### src/rtl/conbus_pkg.sv
// Shared definitions for the Wishbone interconnect arbiter: master count,
// cycle-type encodings, master index type and a one-hot decode helper.
package conbus_pkg;

  localparam int N_MASTERS = 6;

  localparam logic [2:0] CTI_CLASSIC = 3'b000;
  localparam logic [2:0] CTI_INCR    = 3'b010;
  localparam logic [2:0] CTI_EOB     = 3'b111;

  typedef logic [2:0] mst_idx_t;

  function automatic logic [N_MASTERS-1:0] idx_to_onehot(input mst_idx_t idx);
    logic [N_MASTERS-1:0] oh;
    oh = '0;
    for (int i = 0; i < N_MASTERS; i++) begin
      oh[i] = (idx == mst_idx_t'(i));
    end
    return oh;
  endfunction

  // Only classic cycles and end-of-burst beats may end an ownership quantum.
  function automatic logic is_boundary_cti(input logic [2:0] cti);
    return (cti == CTI_CLASSIC) || (cti == CTI_EOB);
  endfunction

endpackage

### src/rtl/conbus_rr_pick.sv
// Rotating-priority encoder: returns the first requester found scanning
// upward from start_i (optionally skipping start_i itself), modulo N_MASTERS.
module conbus_rr_pick
  import conbus_pkg::*;
(
  input  logic [N_MASTERS-1:0] req_i,
  input  mst_idx_t             start_i,
  input  logic                 excl_start_i,
  output logic                 valid_o,
  output mst_idx_t             idx_o
);

  int pos;

  // NOTE: every output gets a default before the loop so no latch is inferred.
  always_comb begin
    valid_o = 1'b0;
    idx_o   = start_i;
    pos     = 0;
    // Walk from the farthest offset down so the nearest requester wins.
    for (int k = N_MASTERS - 1; k >= 0; k--) begin
      pos = (int'(start_i) + k) % N_MASTERS;
      if (!(excl_start_i && (k == 0)) && req_i[pos]) begin
        valid_o = 1'b1;
        idx_o   = mst_idx_t'(pos);
      end
    end
  end

endmodule

### src/rtl/conbus_wrr_arb.sv
// Weighted round-robin owner scheduler for the shared Wishbone bus, with a
// strobe-without-ack watchdog that reports (but never breaks) stuck transfers.
module conbus_wrr_arb
  import conbus_pkg::*;
#(
  parameter int QW        = 4,
  parameter int WD_CYCLES = 1024
) (
  input  logic                    sys_clk,
  input  logic                    sys_rst_n,
  input  logic [N_MASTERS-1:0]    req,
  input  logic                    bus_stb,
  input  logic                    bus_ack,
  input  logic [2:0]              bus_cti,
  input  logic [N_MASTERS*QW-1:0] weight,
  output logic [N_MASTERS-1:0]    gnt,
  output logic                    wd_timeout,
  output logic [2:0]              wd_master
);

  localparam int             WDW    = $clog2(WD_CYCLES);
  localparam logic [WDW-1:0] WD_LIM = WDW'(WD_CYCLES - 1);

  // A programmed weight of zero still grants one transfer.
  function automatic logic [QW-1:0] quantum(input logic [N_MASTERS*QW-1:0] w,
                                            input mst_idx_t idx);
    logic [QW-1:0] q;
    q = '0;
    for (int i = 0; i < N_MASTERS; i++) begin
      if (idx == mst_idx_t'(i)) q = w[i*QW +: QW];
    end
    return (q == '0) ? QW'(1) : q;
  endfunction

  mst_idx_t             owner_q, owner_d;
  logic [N_MASTERS-1:0] gnt_q;
  logic [QW-1:0]        credit_q, credit_d, credit_dec;
  logic [WDW-1:0]       wd_cnt_q, wd_cnt_d;
  logic [2:0]           wd_master_q, wd_master_d;

  logic     owner_req, counted, boundary, rel_own, preempt, owner_change, wd_fire;
  logic     pick_valid;
  mst_idx_t pick_idx;

  conbus_rr_pick u_pick (
    .req_i        (req),
    .start_i      (owner_q),
    .excl_start_i (1'b1),
    .valid_o      (pick_valid),
    .idx_o        (pick_idx)
  );

  always_comb begin
    owner_req  = |(req & gnt_q);
    counted    = bus_stb & bus_ack & owner_req;
    boundary   = counted & is_boundary_cti(bus_cti);
    credit_dec = (counted && (credit_q != '0)) ? credit_q - 1'b1 : credit_q;
    rel_own    = !owner_req;
    preempt    = boundary && (credit_dec == '0) && pick_valid;

    owner_d  = owner_q;
    credit_d = credit_dec;
    // Release wins over exhaustion; a lone releasing owner parks and reloads.
    if (rel_own) begin
      owner_d  = pick_valid ? pick_idx : owner_q;
      credit_d = quantum(weight, owner_d);
    end else if (preempt) begin
      owner_d  = pick_idx;
      credit_d = quantum(weight, pick_idx);
    end
    owner_change = (owner_d != owner_q);

    wd_fire = (wd_cnt_q == WD_LIM);
    if (wd_fire || owner_change || !bus_stb || bus_ack) begin
      wd_cnt_d = '0;
    end else begin
      wd_cnt_d = wd_cnt_q + 1'b1;
    end
    wd_master_d = wd_fire ? owner_q : wd_master_q;
  end

  // NOTE: non-blocking assignments so every register samples pre-edge values.
  always_ff @(posedge sys_clk) begin
    if (!sys_rst_n) begin
      owner_q     <= '0;
      gnt_q       <= idx_to_onehot('0);
      credit_q    <= quantum(weight, '0);
      wd_cnt_q    <= '0;
      wd_master_q <= '0;
    end else begin
      owner_q     <= owner_d;
      gnt_q       <= idx_to_onehot(owner_d);
      credit_q    <= credit_d;
      wd_cnt_q    <= wd_cnt_d;
      wd_master_q <= wd_master_d;
    end
  end

  assign gnt        = gnt_q;
  assign wd_timeout = wd_fire;
  assign wd_master  = wd_master_q;

endmodule

### config.mk
export PLATFORM = sky130hd
export DESIGN_NAME = conbus_wrr_arb
export DESIGN_NICKNAME = d
export VERILOG_FILES = /design/src/rtl/conbus_pkg.sv /design/src/rtl/conbus_rr_pick.sv /design/src/rtl/conbus_wrr_arb.sv
export SDC_FILE = /design/constraint.sdc
export NUM_CORES = 1
export LEC_CHECK = 0
export BUFFER_PORTS_ARGS = -buffer_cell sky130_fd_sc_hd__buf_4
export CAP_MARGIN = 40
export CORE_MARGIN = 2
export CORE_UTILIZATION = 25
export CTS_BUF_LIST = sky130_fd_sc_hd__clkbuf_8 sky130_fd_sc_hd__clkbuf_16
export DETAILED_ROUTE_END_ITERATION = 8
export GPL_TIMING_DRIVEN = 0
export HOLD_SLACK_MARGIN = 0.08
export PLACE_DENSITY = 0.41
export SETUP_SLACK_MARGIN = 0.1
export SKIP_LAST_GASP = 1
export SYNTH_ARGS = -nofsm -noshare
export SYNTH_HDL_FRONTEND = slang
export SYNTH_SLANG_ARGS = --single-unit
### constraint.sdc
create_clock -name sys_clk -period 5.3 [get_ports sys_clk]
set_input_delay 0.795 -clock sys_clk [delete_from_list [all_inputs] [get_ports sys_clk]]
set_output_delay 0.795 -clock sys_clk [all_outputs]
set_load 0.02 [all_outputs]
# ---- Word-level counts from Yosys, hierarchy flattened
# Index checks and enable logic that the tools add are counted.
dict set report word_totals {
  register_bits 26
  inputBits 37
  output_inout_bits 10
  elab_cells 115
}
dict set report classes {
  n_addsub 7
  div 5
  magnitude_cmp 5
  n_eq_ne 18
  muxes 51
  n_bitwise 5
  reduce_logical 19
}
# cell n
set ops {}
lappend ops {{32-bit by 5-bit less-than comparator with 1-bit output, second input constant} 5}
lappend ops {{32-bit by 4-bit remainder unit with 32-bit output, second input constant} 5}
lappend ops {{4-bit 2-to-1 mux} 23}
lappend ops {{3-bit 2-to-1 mux} 8}
lappend ops {{3-bit equality test, second input constant} 7}
lappend ops {{3-bit by 2-bit equality test with 1-bit output, second input constant} 6}
lappend ops {{4-bit zero test} 4}
lappend ops {{1-bit binary-select mux with 3-bit select} 5}
lappend ops {{1-bit 2-to-1 mux} 15}
lappend ops {{3-bit zero test} 4}
lappend ops {{10-bit by 1-bit adder with 10-bit output, second input constant} 1}
lappend ops {{10-bit equality test, second input constant} 1}
lappend ops {{3-bit by 1-bit equality test with 1-bit output, second input constant} 3}
lappend ops {{3-bit by 2-bit adder with 4-bit output, second input constant} 2}
lappend ops {{3-bit by 3-bit adder with 4-bit output, second input constant} 2}
lappend ops {{6-bit AND} 1}
lappend ops {{6-bit OR reduction} 1}
lappend ops {{3-bit by 1-bit adder with 4-bit output, second input constant} 1}
lappend ops {{1-bit logical OR} 4}
lappend ops {{4-bit nonzero test} 1}
lappend ops {{4-bit by 1-bit subtractor with 4-bit output, second input constant} 1}
lappend ops {{1-bit AND} 3}
lappend ops {{1-bit logical AND} 3}
lappend ops {{3-bit != test} 1}
lappend ops {{3 further kinds} 3}

# ---- Longest topological paths before layout
dict set report depth {
  depth_word 24
  ltp_mapped 20
  mapped_depth_nobuf 15
}

# ---- Modules after synthesis
# Synthesis repeated with hierarchy kept, for this count alone.
dict set report hier_totals {
  hier_cells 358
  hier_area_um2 3051.7
}
# mod instances cells_each area_per_inst_um2 seq_area_each_um2
set by_module_without_submodules {}
lappend by_module_without_submodules {conbus_wrr_arb 1 215 1868.0 520.5}
lappend by_module_without_submodules {conbus_rr_pick 1 143 1183.6 0.0}

# ---- Worst setup path after synthesis
# OpenSTA, ideal clock, no wires.
dict set report synth_path {
  path_kind {register to register}
  start {register owner_q[2]}
  end {register credit_q[2]}
  setup_ps 131
  t_arrival_ps 3872
  required_ps 5169
  slack_ps 1297
  stages_incl_launch_ff 18
  path_buffers 3
  period_less_slack_ps 4003
  cell_sequence {dfxtp_1 -> buf_4 -> buf_2 -> inv_1 -> ha_1 -> clkbuf_1 -> a21o_1 -> ha_1 -> nor2b_1 -> nor2_1 -> o311ai_1 -> nand4_2 -> a211oi_2 -> nor3_2 -> nor2_1 -> mux2_2 -> a221oi_1 -> o22ai_1}
}
dict set report synth_between {
  elab_chain_len 24
  word_cells_on_any_way 71
  classes_between {add/sub: 5; div: 5; eq/ne: 10; mux: 46; reduce/logical: 5}
}
# element line
set synth_lines {}
lappend synth_lines {{start: declaration} conbus_wrr_arb.sv:35} ;# mst_idx_t owner_q, owner_d;
lappend synth_lines {{start signal: assignment} conbus_wrr_arb.sv:91} ;# owner_q <= owner_d;
lappend synth_lines {{3-bit by 3-bit adder with 4-bit output} conbus_rr_pick.sv:22} ;# pos = (int'(start_i) + k) % N_MASTERS;
lappend synth_lines {{32-bit by 4-bit remainder unit with 32-bit output} conbus_rr_pick.sv:22}
lappend synth_lines {{1-bit binary-select mux with 3-bit select} conbus_rr_pick.sv:23} ;# if (!(excl_start_i && (k == 0)) && req_i[pos]) begin
lappend synth_lines {{1-bit 2-to-1 mux (not written as such) (2 in series)} conbus_rr_pick.sv:23}
lappend synth_lines {{3-bit 2-to-1 mux (5 in series)} conbus_rr_pick.sv:23}
lappend synth_lines {{3-bit zero test} conbus_wrr_arb.sv:30} ;# if (idx == mst_idx_t'(i)) q = w[i*QW +: QW];
lappend synth_lines {{4-bit 2-to-1 mux (6 in series)} conbus_wrr_arb.sv:30}
lappend synth_lines {{4-bit 2-to-1 mux} conbus_wrr_arb.sv:67} ;# end else if (preempt) begin
lappend synth_lines {{4-bit 2-to-1 mux} conbus_wrr_arb.sv:64} ;# if (rel_own) begin
lappend synth_lines {{4-bit zero test} conbus_wrr_arb.sv:32} ;# return (q == '0) ? QW'(1) : q;
lappend synth_lines {{4-bit 2-to-1 mux} conbus_wrr_arb.sv:32}
lappend synth_lines {{4-bit 2-to-1 mux} conbus_wrr_arb.sv:67}
lappend synth_lines {{4-bit 2-to-1 mux (*)} conbus_wrr_arb.sv:64}
lappend synth_lines {{4-bit 2-to-1 mux (*)} conbus_wrr_arb.sv:84} ;# if (!sys_rst_n) begin
lappend synth_lines {{end signal: assignment} conbus_wrr_arb.sv:87} ;# credit_q <= quantum(weight, '0);
lappend synth_lines {{end signal: assignment} conbus_wrr_arb.sv:93} ;# credit_q <= credit_d;
lappend synth_lines {{end: declaration} conbus_wrr_arb.sv:37} ;# logic [QW-1:0] credit_q, credit_d, credit_dec;
# Every way passes the cells marked *; elsewhere a longest branch is shown, timed or not. The select of a mux whose other input is x is not followed.
# A chain may end at the register's enable or synchronous reset.

# ---- Worst setup path in the final report
# Ends and elaborated chain as after synthesis.

==> flow_metrics.py <==
metrics = {
    "worst_setup_path": {
        "arrival_ps": 4910,
        "crit_slowest_cell": "o311ai_1",
        "worst_path_most_repeated_cell": "ha_1",
        "crit_buf_inv": 4,
        "worstPathCellList": "buf_4 > buf_2 > inv_1 > ha_1 > clkbuf_1 > a21o_1 > ha_1 > nand2b_1 > nor4_1 > o311ai_1 > nand4_2 > a211oi_2 > nor3_2 > nor2_1 > mux2_2 > a221oi_1 > o22ai_1",
        "crit_type": "register to register",
        "critPathCaptureType": "register",
        "worstSetupStartpointType": "register",
        "required_ps": 5440,
        "crit_family": "compound AO/OA/AOI/OAI gates",
        "max_stage_delay_ps": 560,
        "crit_fanout": 10,
    },
    "finish": {
        "nFillCells": 1209,
        "finalNetCount": 427,
        "drive_gt1_share_pct": 28.9,
        "diodes": 0,
        "synthToLayoutAreaGrowth_pct": 21.4,
    },
    "grt": {
        "grt_pass1_vias": 2569,
        "grt_pass1_wl_mm": 13.0,
        "antenna_found_initial": 0,
        "grt_overflow": 0,
        "track_usage_pct": 13.8,
        "grt_max_degree": 16,
    },
    "logic_synthesis": {
        "synth_nets": 377,
        "netlist_area_um2": 2730,
        "ys_types": 82,
        "async_flop_share_pct": 0,
        "synth_warnings": 0,
        "ys_seq_area_share_pct": 19.1,
        "synth_edf_count": 0,
        "synth_ff_type": "dfxtp_1",
        "avgSynthCellArea_um2": 8.31,
        "syn_inst": 328,
        "synth_seq_cells": 26,
    },
    "sta": {
        "maxSlewViolCount": 0,
        "final.setup.tns_ps": 0,
        "hold_ws_ps": 511,
        "setup_viol": 0,
        "max_slew_margin_pct": 59.6,
        "rsz0062_at_grt": "no",
        "min_period_ps": 4770,
        "worst_pin_slew_ps": 589,
        "fin_crit_sh_pct": 90.0,
        "hold_violations": 0,
        "skew_ps": 1.77,
        "max_freq_mhz": 210,
    },
    "route": {
        "first_iter_violations": 134,
        "post_drt_wl_per_cell_um": 15.4,
        "routed_via_density": 5.06,
        "ant_nets": 0,
        "route.vias.total": 2614,
        "drc": 0,
        "drt_pass1_iterations": 4,
        "finalWirelength_mm": 7.97,
    },
    "clock_network": {
        "cts-buffers-inserted": 3,
        "postCtsHoldBufs": 0,
        "cts_tree": "yes",
        "clock-sinks": 26,
        "clkTransAtPathRegs_ps": 90,
        "cts-root-buf": "clkbuf_8",
        "ctsHtreeMaxLevel": 1,
        "postCtsSetupBuffers": 0,
        "ctsResizeCount": 0,
        "cts_buffer_depth": 2,
        "clkLatencyLatePin_ps": 270,
    },
    "power_and_ir_drop": {
        "p_leak_nw": 1.29,
        "ir_drop_mv": 0.211,
        "powerDensity_nw_per_um2": 681,
    },
    "die": {
        "io_pins": 47,
        "die_y_um": 108,
        "die_w_um": 108,
        "initial_core_util_pct": 25.4,
        "core_area_um2": 10700,
        "rows": 38,
        "dieArea_um2": 11800,
    },
    "placement": {
        "portBuffers": 45,
        "gp_congestion": 0.814,
        "dp_hpwl_mm": 6.43,
    },
    "flow_run": {
        "maxCapViolCount": 0,
    },
    "outcome": {
        "run_status": "complete, no violations",
    },
    "hold_path": {
        "min_path_type": "register to register",
    },
}
[area by class of cell]
class | count | area (um^2) | share of cell area [%]
sequential | 26 | 520 | 15.7
multi-input combinational | 272 | 2050 | 62.1
clock inverter | 1 | 30.0 | 0.907
clock buffer | 3 | 41.3 | 1.25
inverter | 15 | 56.3 | 1.70
timing repair buffer | 45 | 338 | 10.2
buffer | 15 | 93.8 | 2.84
tap | 140 | 175 | 5.29
[cells in the mapped netlist (4+ instances only)]
library cell,n,share of area (%)
dfxtp_1,26,19
nand3_1,25,4.6
nor2_1,25,3.4
nand2_1,21,2.9
inv_1,13,1.8
mux2i_1,13,4.8
ha_1,12,5.5
nor3_1,11,2.0
nor2_2,10,2.3
o21ai_0,10,1.8
nor2b_1,8,1.8
a211oi_1,7,1.9
a22oi_1,7,1.9
xor2_1,7,2.2
buf_2,6,1.1
xnor2_1,6,1.9
a21oi_1,5,0.92
a31oi_1,4,0.92
and3_1,4,0.92
mux2_2,4,1.7
o211ai_1,4,1.1
[cells by family (layout without fill, tap and decap cells)]
logic type,after synthesis,in the layout,share of synthesized area (%)
adder cells (fa/ha/maj),13,13,5.88
XOR/XNOR,15,15,5.37
buffers and inverters,30,79,5.51
multiplexers,21,21,9.04
flip-flops,26,26,19.1
AO/OA/AOI/OAI,89,89,27.1
AND/OR/NAND/NOR,134,134,28.0
[cells in the final DEF, fill, tap and decap left out, types with 5 or more instances in the layout]
| cell type | instances |
|---|---|
| buf_4 | 47 |
| dfxtp_1 | 26 |
| nand3_1 | 25 |
| nor2_1 | 25 |
| nand2_1 | 21 |
| inv_1 | 13 |
| mux2i_1 | 13 |
| ha_1 | 12 |
| nor3_1 | 11 |
| o21ai_0 | 10 |
| nor2_2 | 10 |
| nor2b_1 | 8 |
| a22oi_1 | 7 |
| a211oi_1 | 7 |
| xor2_1 | 7 |
| buf_2 | 6 |
| xnor2_1 | 6 |
| a21oi_1 | 5 |
[worst reg2reg max path: stages, from the launching register on]
cell      delay [ps]
dfxtp_1          390
buf_4            220
buf_2            280
inv_1             70
ha_1             180
clkbuf_1         220
a21o_1           250
ha_1             300
nand2b_1         160
nor4_1            70
o311ai_1         560
nand4_2          330
a211oi_2         450
nor3_2           150
nor2_1           230
mux2_2           390
a221oi_1         270
o22ai_1          130
[state kept, by name, indices dropped and copies added (netlist names)]
register,cells
credit_q,4
gnt,6
owner_q,3
wd_cnt_q,10
wd_master,3
[report_power, final]
| part | total, mW | internal (mW) | switching (mW) |
|---|---|---|---|
| clock | 0.163 | 0.101 | 0.0616 |
| combinational | 1.80 | 0.723 | 1.08 |
| sequential | 0.289 | 0.241 | 0.0487 |
| total | 2.25 | 1.06 | 1.19 |
[metal layers]
| layer | global-route usage (%) | vias to the layer above | wire length [um] | share of wire (%) |
|---|---|---|---|---|
| met4 | 2.84 | 0 | 60 | 0.75 |
| met5 | 0 | - | 0 | 0 |
| met2 | 23.7 | 39 | 4030 | 51 |
| met1 | 18.9 | 1243 | 3690 | 46 |
| met3 | 0.844 | 6 | 191 | 2.4 |
| li1 | - | 1326 | - | - |
[path summary, 6_finish.rpt]
check / startpoint / endpoint / slack (ps) / cells after the start
worst min register to register: wd_cnt_q[0] / wd_cnt_q[0] / 510 / 1
worst max-delay path: owner_q[2] / credit_q[2] / 530 / 17
worst max register to register: owner_q[2] / credit_q[2] / 530 / 17
worst min-delay path: wd_cnt_q[0] / wd_cnt_q[0] / 510 / 1
[stage by stage]
stage / util (%) / power (mW) / instances / instance area, um^2 / setup slack (ps)
finish: 30.8 / 2.25 / 517 / 3310 / 528
global route: 30.8 / 2.46 / 517 / 3310 / 125
CTS: 30.8 / 2.26 / 517 / 3310 / 487
detailed placement: 30.1 / 2.09 / 513 / 3240 / 538
global placement: 30.1 / 2.11 / 513 / 3240 / 556
floorplan: - / 1.69 / 328 / 2730 / 1300
Power figures use the tool's default switching activity.
